## src/rtl/cond_exec_ctrl.sv

```systemverilog
// cond_exec_ctrl: EXE-stage condition-execution controller.
//
// Holds the architectural status register {Z,C,N,V} and checks each
// instruction's 4-bit condition field against it. It gates the write-back and
// memory enables, updates the flags from the ALU, raises branch-taken/flush and
// then runs a squash window. The window kills wrong-path instructions that
// reach EXE after a taken branch.
//
// Optional feature: define COND_STATS_EN to build the saturating
// executed/squashed instruction counters. Without it, both count outputs are
// tied to zero and no counter flops are built.
//
// Parameters:
//   SQUASH_CYCLES  number of non-stalled cycles killed after a taken branch (0..7)
//   CNT_W          width of the statistics counters
//
// Ports:
//   i_Clk, i_Reset_n          clock, asynchronous active-low reset
//   i_Stall                   EXE held: no state update, no branch pulse
//   i_Valid                   EXE holds a real instruction (0 = bubble)
//   i_Condition               condition field (EQ..AL, 1111 = never)
//   i_S, i_Alu_Flags          flag-update request and ALU flags {Z,C,N,V}
//   i_Wb_En, i_Mem_R_En,
//   i_Mem_W_En, i_Branch      decoded enables / branch marker
//   o_Status                  registered status {Z,C,N,V}
//   o_Exec                    instruction executes this cycle
//   o_Wb_En, o_Mem_R_En,
//   o_Mem_W_En                enables gated by o_Exec
//   o_Branch_Taken, o_Flush   taken-branch pulse and pipeline flush
//   o_Exec_Count,
//   o_Squash_Count            statistics counters (zero unless COND_STATS_EN)
//   o_Dbg_Squash, o_Dbg_Cnt   debug view of FSM state and squash counter
//
// Handshake: there is no valid/ready pair. An instruction is consumed on
// every rising edge where i_Stall=0. While i_Stall=1, the outputs keep
// describing the held instruction but nothing commits.

module cond_exec_ctrl #(
  parameter int SQUASH_CYCLES = 1,
  parameter int CNT_W         = 16
) (
  input  logic             i_Clk,
  input  logic             i_Reset_n,
  input  logic             i_Stall,
  input  logic             i_Valid,
  input  logic [3:0]       i_Condition,
  input  logic             i_S,
  input  logic [3:0]       i_Alu_Flags,
  input  logic             i_Wb_En,
  input  logic             i_Mem_R_En,
  input  logic             i_Mem_W_En,
  input  logic             i_Branch,
  output logic [3:0]       o_Status,
  output logic             o_Exec,
  output logic             o_Wb_En,
  output logic             o_Mem_R_En,
  output logic             o_Mem_W_En,
  output logic             o_Branch_Taken,
  output logic             o_Flush,
  output logic [CNT_W-1:0] o_Exec_Count,
  output logic [CNT_W-1:0] o_Squash_Count,
  output logic             o_Dbg_Squash,
  output logic [2:0]       o_Dbg_Cnt
);

  typedef enum logic {
    RUN    = 1'b0,
    SQUASH = 1'b1
  } state_t;

  // Counter starts at SQUASH_CYCLES-1, so the window lasts SQUASH_CYCLES
  // non-stalled cycles, including the cycle on which cnt reaches zero.
  localparam logic [2:0] LOAD_VAL = (SQUASH_CYCLES > 0) ? 3'(SQUASH_CYCLES - 1) : 3'd0;
  localparam bit         ARM_EN   = (SQUASH_CYCLES > 0);

  state_t     state;
  logic [2:0] cnt;
  logic [3:0] status;
  logic       pass;
  logic       kill;
  logic       z, c, n, v;

  assign z = status[3];
  assign c = status[2];
  assign n = status[1];
  assign v = status[0];

  always_comb begin
    pass = 1'b0;
    case (i_Condition)
      4'b0000: pass = z;
      4'b0001: pass = ~z;
      4'b0010: pass = c;
      4'b0011: pass = ~c;
      4'b0100: pass = n;
      4'b0101: pass = ~n;
      4'b0110: pass = v;
      4'b0111: pass = ~v;
      4'b1000: pass = c & ~z;
      4'b1001: pass = ~c | z;
      4'b1010: pass = (n == v);
      4'b1011: pass = (n != v);
      4'b1100: pass = ~z & (n == v);
      4'b1101: pass = z | (n != v);
      4'b1110: pass = 1'b1;
      default: pass = 1'b0;
    endcase
  end

  assign kill           = (state == SQUASH);
  assign o_Exec         = i_Valid & pass & ~kill;
  assign o_Wb_En        = i_Wb_En & o_Exec;
  assign o_Mem_R_En     = i_Mem_R_En & o_Exec;
  assign o_Mem_W_En     = i_Mem_W_En & o_Exec;
  // A stalled branch does not pulse. It pulses on its first unstalled cycle.
  assign o_Branch_Taken = o_Exec & i_Branch & ~i_Stall;
  assign o_Flush        = o_Branch_Taken | kill;
  assign o_Status       = status;
  assign o_Dbg_Squash   = kill;
  assign o_Dbg_Cnt      = cnt;

  always_ff @(posedge i_Clk or negedge i_Reset_n) begin
    if (!i_Reset_n) begin
      state  <= RUN;
      cnt    <= 3'd0;
      status <= 4'd0;
    end else if (!i_Stall) begin
      // o_Exec is already low for failed or killed instructions.
      if (o_Exec & i_S) status <= i_Alu_Flags;
      case (state)
        RUN: begin
          if (o_Branch_Taken && ARM_EN) begin
            state <= SQUASH;
            cnt   <= LOAD_VAL;
          end
        end
        SQUASH: begin
          // Bubbles consume window cycles too. A branch in the window is
          // killed, so it cannot re-arm the window.
          if (cnt == 3'd0) state <= RUN;
          else             cnt   <= cnt - 3'd1;
        end
        default: state <= RUN;
      endcase
    end
  end

`ifdef COND_STATS_EN
  logic [CNT_W-1:0] exec_cnt;
  logic [CNT_W-1:0] squash_cnt;
  localparam logic [CNT_W-1:0] CNT_ONE = CNT_W'(1);

  always_ff @(posedge i_Clk or negedge i_Reset_n) begin
    if (!i_Reset_n) begin
      exec_cnt   <= '0;
      squash_cnt <= '0;
    end else if (!i_Stall) begin
      // Both counters saturate at all-ones.
      if (o_Exec && (exec_cnt != '1))
        exec_cnt <= exec_cnt + CNT_ONE;
      if (i_Valid && (kill || !pass) && (squash_cnt != '1))
        squash_cnt <= squash_cnt + CNT_ONE;
    end
  end

  assign o_Exec_Count   = exec_cnt;
  assign o_Squash_Count = squash_cnt;
`else
  assign o_Exec_Count   = '0;
  assign o_Squash_Count = '0;
`endif

endmodule

```

## config.mk

```make
export PLATFORM = sky130hd
export DESIGN_NAME = cond_exec_ctrl
export DESIGN_NICKNAME = d
export VERILOG_FILES = /design/src/rtl/cond_exec_ctrl.sv
export SDC_FILE = /design/constraint.sdc
export NUM_CORES = 1
export LEC_CHECK = 0
export CORE_ASPECT_RATIO = 0.6
export CORE_MARGIN = 2
export CORE_UTILIZATION = 38
export CTS_CLUSTER_DIAMETER = 80
export DETAILED_ROUTE_END_ITERATION = 8
export PLACE_DENSITY = 0.86
export SYNTH_ARGS = -nofsm -noshare
export SYNTH_HDL_FRONTEND = slang
export SYNTH_SLANG_ARGS = --single-unit
```

## constraint.sdc

```tcl
create_clock -name i_Clk -period 4 [get_ports i_Clk]
set_input_delay 0.4 -clock i_Clk [delete_from_list [all_inputs] [get_ports i_Clk]]
set_output_delay 0.4 -clock i_Clk [all_outputs]
set_load 0.01 [all_outputs]
```

# After elaboration in Yosys (flattened, before gate mapping)
# Cells that the tools add are included.
[classes]
addsub = 1
multipliers = 0
div_mod_pow = 0
magnitude_cmp = 0
n_eq_ne = 18
shift = 0
n_mux = 7
bitwise = 19
n_reduce_logical = 4
[op_table]
columns = ["op", "n"]
rows = [
  ["$eq A4 B4 Y1 const B", 7],
  ["$eq A4 B3 Y1 const B", 4],
  ["$pmux W1 S15", 1],
  ["$and A1 B1 Y1", 10],
  ["$eq A4 B2 Y1 const B", 2],
  ["$mux W3", 2],
  ["$not A1 Y1", 6],
  ["$pmux W3 S2", 1],
  ["$eq A4 B1 Y1 const B", 1],
  ["$logic_not A4 Y1", 1],
  ["$ne A2 B2 Y1 const B", 2],
  ["$logic_not A3 Y1", 1],
  ["$or A1 B1 Y1", 3],
  ["$reduce_and A3 Y1", 1],
  ["$sub A3 B1 Y3 const B", 1],
  ["$mux W1", 2],
  ["$pmux W1 S2", 1],
  ["$reduce_and A2 Y1", 1],
  ["$eq A1 B1 Y1", 1],
  ["$ne A1 B1 Y1", 1],
]
[word_totals]
reg_bits = 8
latch_bits = 0
mem_bits_rw = 0
romBits = 0
output_inout_bits = 46
word_cells = 52
mem_count = 0

# Depth between registers and ports, before layout
# Gate-level depths: netlist of run 1.
[logic_depth]
ltp_word = 9
depth_mapped = 7
depth_no_buf = 6

# Worst setup path after synthesis of run 1
# No wires, ideal clock.
[synth_path]
path_kind = "in2out"
startpoint = "in i_Condition[3]"
endpoint = "out o_Flush"
arrival_time_ps = 1898
required_ps = 3600
slack_ps = 1702
cell_stages = 7
path_cell_list = "buf_2 -> and3b_1 -> a22oi_2 -> xnor2_1 -> o311a_4 -> nor4_1 -> or2_2"
[synth_between]
elab_chain_len = 7
[synth_rtl]
columns = ["element", "line_no", "source"]
rows = [
  ["from (decl)", "46", "input logic [3:0] i_Condition,"],
  ["$eq A4 B4 Y1, or another cell as far along", "90", "case (i_Condition)"],
  ["$pmux W1 S15 (*)", "90", ""],
  ["$and A1 B1 Y1 (*) (2 in series)", "111", "assign o_Exec = i_Valid & pass & ~kill;"],
  ["$and A1 B1 Y1 (*) (2 in series)", "116", "assign o_Branch_Taken = o_Exec & i_Branch & ~i_Stall;"],
  ["named net o_Branch_Taken", "58", "output logic o_Branch_Taken,"],
  ["$or A1 B1 Y1 (*)", "117", "assign o_Flush = o_Branch_Taken | kill;"],
  ["to (decl)", "59", "output logic o_Flush,"],
]
# Mark *: on every way through the listed nets, which the timed path passes. The rest lies on a longest branch.

# Worst setup path in the final report of run 1
[layout_path]
startpoint = "in i_Condition[2]"
endpoint = "out o_Flush"
[layout_between]
elab_chain_len = 7
[layout_rtl]
columns = ["element", "line_no"]
rows = [
  ["$eq A4 B4 Y1, or another cell as far along", "90"],
  ["$pmux W1 S15 (*)", "90"],
  ["$and A1 B1 Y1 (*) (2 in series)", "111"],
  ["$and A1 B1 Y1 (*) (2 in series)", "116"],
  ["$or A1 B1 Y1 (*)", "117"],
]
# Every way passes the cells marked *; elsewhere a longest branch is shown, timed or not.

==> impl_results.md, run 1 <==
- Routed wire length per instance: 11.0 um
- Chip width: 67.2 um
- Number of global-route vias before repair: 637
- Maxcap violations: 0
- Largest net degree at the start of global routing: 12
- Sequential cell area fraction in the yosys report: roughly 22%
- Htree depth: 1
- CTS tree: yes
- DRC Markers: 0
- RSZ-0062 raised after global routing: no
- Critical path class: in -> out
- R2r endpoint: o_Status[1]
- Clock tree buffer depth: 2
- Num CTS Buffers: 3
- Clk pwr share: between 15 and 20%
- Fin cells: 160
- Switch Pwr: 0.241 mW
- Cell with the most instances after synthesis: buf_4
- DP Cell Count: between 150 and 200
- DR pass1 iterations: 4
- Resize count post-CTS: 0
- Synth-to-layout area growth: 26.4%
- Routed Antenna Nets: 0
- Setup ws final: 0.788 ns
- Design Area, Final: roughly 0.0011 mm2
- Reg2reg path depth: 6
- First-pass GRT wire length: 2.78 mm
- Crit start category: primary input
- Overflow after GRT: 0
- Mapped Area: 910 um2
- Reg power frac: between 20% and 30%
- Final Power: about 0.63 mW
- Ranking of synthesized cells by area: buf_4 26%, dfrtp_1 22%, mux2_1 5.0%
- Placement-stage cell area: about 0.0011 mm2
- Clk sinks: 8
- Top delay family on crit path: buffers and inverters
- Skew final: roughly 0.0045 ns
- Cells after Synth: roughly 100
- Detail-routed via count per cell: approximately 4.4
- Die Y: 41.9 um
- Initial antenna violation count: 0
- Max Slew Vio Count: 0
- CORE AREA: approximately 0.0022 mm2
- Post-synth top flop: dfrtp_1
- EDFF count, synth: 0
- PwrDens: 549 mW/mm2
- Ant diodes: 0
- Post-Place Setup Slack: between 0.7 and 0.8 ns
- R2R Path Start: o_Status[1]
- Share of the synthesized area in the top cell type: 26.4%
- Crit path buf inv count: 2
- Top cells by count, synth: 32 x buf_4, 8 x dfrtp_1, 7 x inv_1, 4 x mux2_1, 4 x mux2i_1
- Crit path DAT: between 2 and 3 ns
- CP max stage delay: approximately 0.67 ns
- Worst Path Required: between 3 and 4 ns
- Ys async rst share: 100%
- Clock Latency Late Sink: about 0.23 ns
- Via count: roughly 700
- Library cells used by synthesis: 36
- Initial Util: 41.1%
- YS warnings: 0
- Synth area leader: buf_4
- Hold Path Class: in -> async
- Share of layout cells above drive strength 1: approximately 6.2%
- Post-DP HPWL: approximately 1.5 mm
- Final Setup Violations: 0
- Ports: between 60 and 70
- Fmax: between 300 and 400 MHz
- Post-Route Setup TNS: 0 ns
- Routability Congestion: 0.740
- Final Cycle Share: about four fifths
- Worst-path cell chain: clkdlybuf4s50_1 -> mux2i_1 -> o31ai_1 -> a211oi_1 -> o311a_4 -> nor4_1 -> or2_2 -> clkdlybuf4s50_1
- Final Util: between 50 and 60%
- Final min period: 3.21 ns
- CP Capture Type: output port
- CTS Hold Buffers Added: 0
- Status: completed
- Postcts setup bufs: 0
- Avg Cell Area, Syn: around 9.0 um2
- Leak pwr: around 0.52 nW
- Register bit total from synthesis: 8
- Area of the die: ~0.0028 mm2
- WHS: 0.448 ns
- Setup slack, reg-to-reg: 1.83 ns
- Sw Ratio: about two fifths
- Port Buffers: 30
- Final net count: ~150
- Row cnt: 13
- Max VDD drop: around 0.34 mV
- CTS clk-pin slew, worst paths: around 0.040 ns
- Final Hold Viols: 0
- Cell mode on critical path: clkdlybuf4s50_1
- GRT Total Usage: between 10% and 20%
- Max Fanout on Critical Path: 11
- CTS Root Cell: clkbuf_8
- Comb pwr share: between 50% and 60%
- CP max-delay cell: clkdlybuf4s50_1
- Routed WL: between 1.5 and 2 mm
- Int Power: approximately 0.4 mW
- Initial DRC Count: 11
## logic make-up (layout without fill, tap and decap cells)
group	after synthesis	count (layout)	share of synthesized area, %
buffers and inverters	42	40	30.9
AND/OR/NAND/NOR	25	25	19.1
AO/OA/AOI/OAI	12	12	12.5
multiplexers	8	8	9.35
flip-flops	8	8	22.0
XOR/XNOR	3	3	2.89
adder cells (fa/ha/maj)	2	2	2.75
other	1	32	0.412
## area by class of cell
class | instances | area, um2
Tap cell | 30 | 37.5
Timing Repair Buffer | 30 | 300
Multi-Input combinational cell | 82 | 544
Clock buffer | 3 | 41.3
Sequential cell | 8 | 200
Inverter | 7 | 26.3
Fill cell | 201 | 1060
## per-layer routing
metal,GRT usage [%],part of all wire [%]
met4,4.49,0
met2,20.8,52
met5,0,0
met1,15.6,43
met3,2.71,5.3
## worst max-delay path by stage
stage,startpoint,end,slack [ns],depth (start not counted)
after floorplan,i_Condition[3],o_Flush,1.70,7
after global placement,i_Condition[2],o_Flush,0.87,8
after detailed placement,i_Condition[2],o_Flush,0.79,8
after CTS,i_Condition[2],o_Flush,0.80,8
after global routing,i_Condition[3],o_Mem_W_En,0.62,8
final,i_Condition[2],o_Flush,0.79,8
## power by group through the flow
stage | Sequential (mW) | Combinational, mW | Clock [mW]
after detailed placement | 0.176 | 0.361 | 0
after global routing | 0.185 | 0.394 | 0.0998
final | 0.174 | 0.362 | 0.0954
after CTS | 0.175 | 0.365 | 0.0984
after global placement | 0.175 | 0.355 | 0
after floorplan | 0.183 | 0.217 | 0
## registers in the layout, indices dropped and copies added, names as in the netlist
| name | count |
|---|---|
| o_Status | 4 |
| o_Dbg_Squash | 1 |
| o_Dbg_Cnt | 3 |
## placed cells by master, fill, tap and decap left out, types with 2 or more instances in the layout
cell              n
and2_1            3
clkbuf_8          3
clkdlybuf4s50_1  30
conb_1           32
dfrtp_1           8
ha_1              2
inv_1             7
mux2_1            4
mux2i_1           4
nand2_1           3
nand2b_1          2
nand3_1           3
nor2b_1           2
nor4_1            2
nor4b_1           2
o21ai_0           2
xnor2_1           3
(Power assumes the default switching activity.)
==> inputs of run 2 (changes only) <==
--- a/config.mk
+++ b/config.mk
@@ -7,10 +7,10 @@
 export LEC_CHECK = 0
 export CORE_ASPECT_RATIO = 0.6
 export CORE_MARGIN = 2
-export CORE_UTILIZATION = 38
+export CORE_UTILIZATION = 32
 export CTS_CLUSTER_DIAMETER = 80
 export DETAILED_ROUTE_END_ITERATION = 8
-export PLACE_DENSITY = 0.86
+export PLACE_DENSITY = 0.77
 export SYNTH_ARGS = -nofsm -noshare
 export SYNTH_HDL_FRONTEND = slang
 export SYNTH_SLANG_ARGS = --single-unit
==> constraint.sdc (replaced) <==
create_clock -name i_Clk -period 2.8 [get_ports i_Clk]
set_input_delay 0.28 -clock i_Clk [delete_from_list [all_inputs] [get_ports i_Clk]]
set_output_delay 0.28 -clock i_Clk [all_outputs]
set_load 0.01 [all_outputs]
==> run 2 against run 1 <==
Compared with the run above: register-to-register slack got worse by 1.3 ns; design area rose by 7.6%; non-clock buffer count rose by 8.
==> impl_results.md, run 2 (synthesis results as in run 1) <==
- Status: completed
- Routability Congestion: 0.810
- Design Area, Final: between 0.001 and 0.0015 mm2
- Reg power frac: a little over a quarter
- Area of the die: approximately 0.0033 mm2
- Sw Ratio: between 30 and 40%
- Via count: around 750
- Routed wire length per instance: roughly 12 um
- Worst-path cell chain: clkdlybuf4s50_1 -> buf_4 -> o31ai_2 -> a211oi_2 -> o311a_4 -> nor4_2 -> or2_2 -> clkdlybuf4s50_1
- Die Y: 45.3 um
- Row cnt: 14
- Initial DRC Count: 6
- CTS tree: yes
- Final Util: a little under half
- Int Power: roughly 0.58 mW
- PwrDens: around 770 mW/mm2
- Max Fanout on Critical Path: 5
- Crit path DAT: approximately 2.4 ns
- Final Cycle Share: between 90% and 100%
- Hold Path Class: in -> async
- Commonest non-fill, non-tap cell in the layout: conb_1
- Overflow after GRT: 0
- Post-Place Setup Slack: -0.0608 ns
- R2r endpoint: o_Status[0]
- Final Hold Viols: 0
- Final Power: 0.949 mW
- Routed WL: approximately 2.0 mm
- Critical path class: in -> out
- First-pass GRT wire length: between 3 and 4 mm
- Flip-flop count of the largest register after layout: 4
- Setup ws final: 0.125 ns
- Skew final: about 0.0018 ns
- Most frequent cells in the layout: 32 x conb_1, 27 x clkdlybuf4s50_1, 8 x dfrtp_1, 8 x buf_4, 7 x inv_1
- Postcts setup bufs: 0
- Crit start category: primary input
- CP max-delay cell: clkdlybuf4s50_1
- Ant diodes: 0
- Worst Path Required: 2.52 ns
- Detail-routed via count per cell: between 4 and 5
- Num CTS Buffers: 3
- Cell mode on critical path: clkdlybuf4s50_1
- Largest net degree at the start of global routing: 9
- CORE AREA: 0.00259 mm2
- Clock Latency Late Sink: approximately 0.22 ns
- Reg2reg path depth: 7
- Final min period: about 2.7 ns
- Post-DP HPWL: between 1.5 and 2 mm
- Routed Antenna Nets: 0
- Initial Util: about a third
- Chip width: ~73 um
- Number of global-route vias before repair: 671
- DR pass1 iterations: 4
- DRC Markers: 0
- GRT Total Usage: approximately an eighth
- Final net count: roughly 160
- Clock tree buffer depth: 2
- Initial antenna violation count: 0
- Setup slack, reg-to-reg: around 0.5 ns
- Top delay family on crit path: buffers and inverters
- Maxcap violations: 0
- CTS clk-pin slew, worst paths: around 0.04 ns
- Switch Pwr: about 0.36 mW
- Synth-to-layout area growth: 36.0%
- Htree depth: 1
- CP Depth: 8
- CP max stage delay: 0.54 ns
- Comb pwr share: 59.0%
- Share of layout cells above drive strength 1: approximately 15%
- Port Buffers: 30
- RSZ-0062 raised after global routing: no
- Max VDD drop: between 0.4 and 0.5 mV
- CTS Root Cell: clkbuf_8
- Fmax: 374 MHz
- R2R Path Start: o_Status[1]
- Crit. Startpoint: i_Condition[1]
- Crit path buf inv count: 3
- Fill cells: about 220
- Leak pwr: 0.579 nW
- CP Capture Type: output port
- Placement-stage cell area: between 0.001 and 0.0015 mm2
- Clk pwr share: about 14%
- Final Setup Violations: 0
- Ports: 63
- Clk sinks: 8
- Max Slew Vio Count: 0
## run 2: cell types whose count changed in the layout (fill, tap and decap cells not counted), sizes merged
cell           previous run  this run
dlygate4sd2               0         2
buf                       0         8
clkdlybuf4s50            30        27
dlymetal6s2s              0         1
## run 2: area by class of cell
class	instances	area, um2	share of cell area, %
Inverter	7	26.3	2.12
Tap cell	32	40.0	3.24
Clock buffer	3	41.3	3.34
Timing Repair Buffer	38	360	29.1
Multi-Input combinational cell	82	569	46.0
Sequential cell	8	200	16.2
## run 2: worst max path at each step
stage          slack [ns]  endpoint
2_1_floorplan        0.69   o_Flush
3_3_place_gp        -0.05   o_Flush
3_5_place_dp        -0.06   o_Flush
4_1_cts              0.07   o_Flush
5_1_grt              0.03   o_Flush
6_report             0.12   o_Flush
## run 2: worst register-to-register path, delay by kind of cell (launching register included)
kind / cells / cell delay, ns
flip-flops: 1 / 0.47
AND/OR/NAND/NOR: 1 / 0.39
AO/OA/AOI/OAI: 2 / 0.51
buffers and inverters: 1 / 0.15
XOR/XNOR: 2 / 0.28
multiplexers: 1 / 0.37
## run 2: power groups by stage
stage / Combinational, mW / Clock [mW] / Sequential, mW
2_1_floorplan: 0.310 / 0 / 0.261
3_3_place_gp: 0.537 / 0 / 0.251
3_5_place_dp: 0.548 / 0 / 0.251
4_1_cts: 0.554 / 0.141 / 0.252
5_1_grt: 0.612 / 0.144 / 0.263
6_report: 0.560 / 0.135 / 0.254
## run 2: through the flow
stage                     hold WS (ns)  cells  TNS (ns)
final                            0.332    170         0
after global routing             0.360    170         0
after CTS                        0.337    170         0
after detailed placement         0.522    167   -0.0757
after global placement           0.513    167   -0.0466
after floorplan                -0.0156    132         0
## run 2: layer usage
metal	GRT usage, %	share of wire (%)
met2	18.9	48
met4	6.30	1.4
met3	2.46	6.1
met1	15.2	44
met5	0	0
## run 2: what timing repair did
| item | 4_1_cts | 5_1_grt |
|---|---|---|
| endpoints found under the hold margin | 0 | 0 |
| endpoints found under the setup margin | 2 | 5 |
| pin swaps | 0 | 1 |
| gates resized for setup | 3 | 5 |
| hold buffers | 0 | 0 |
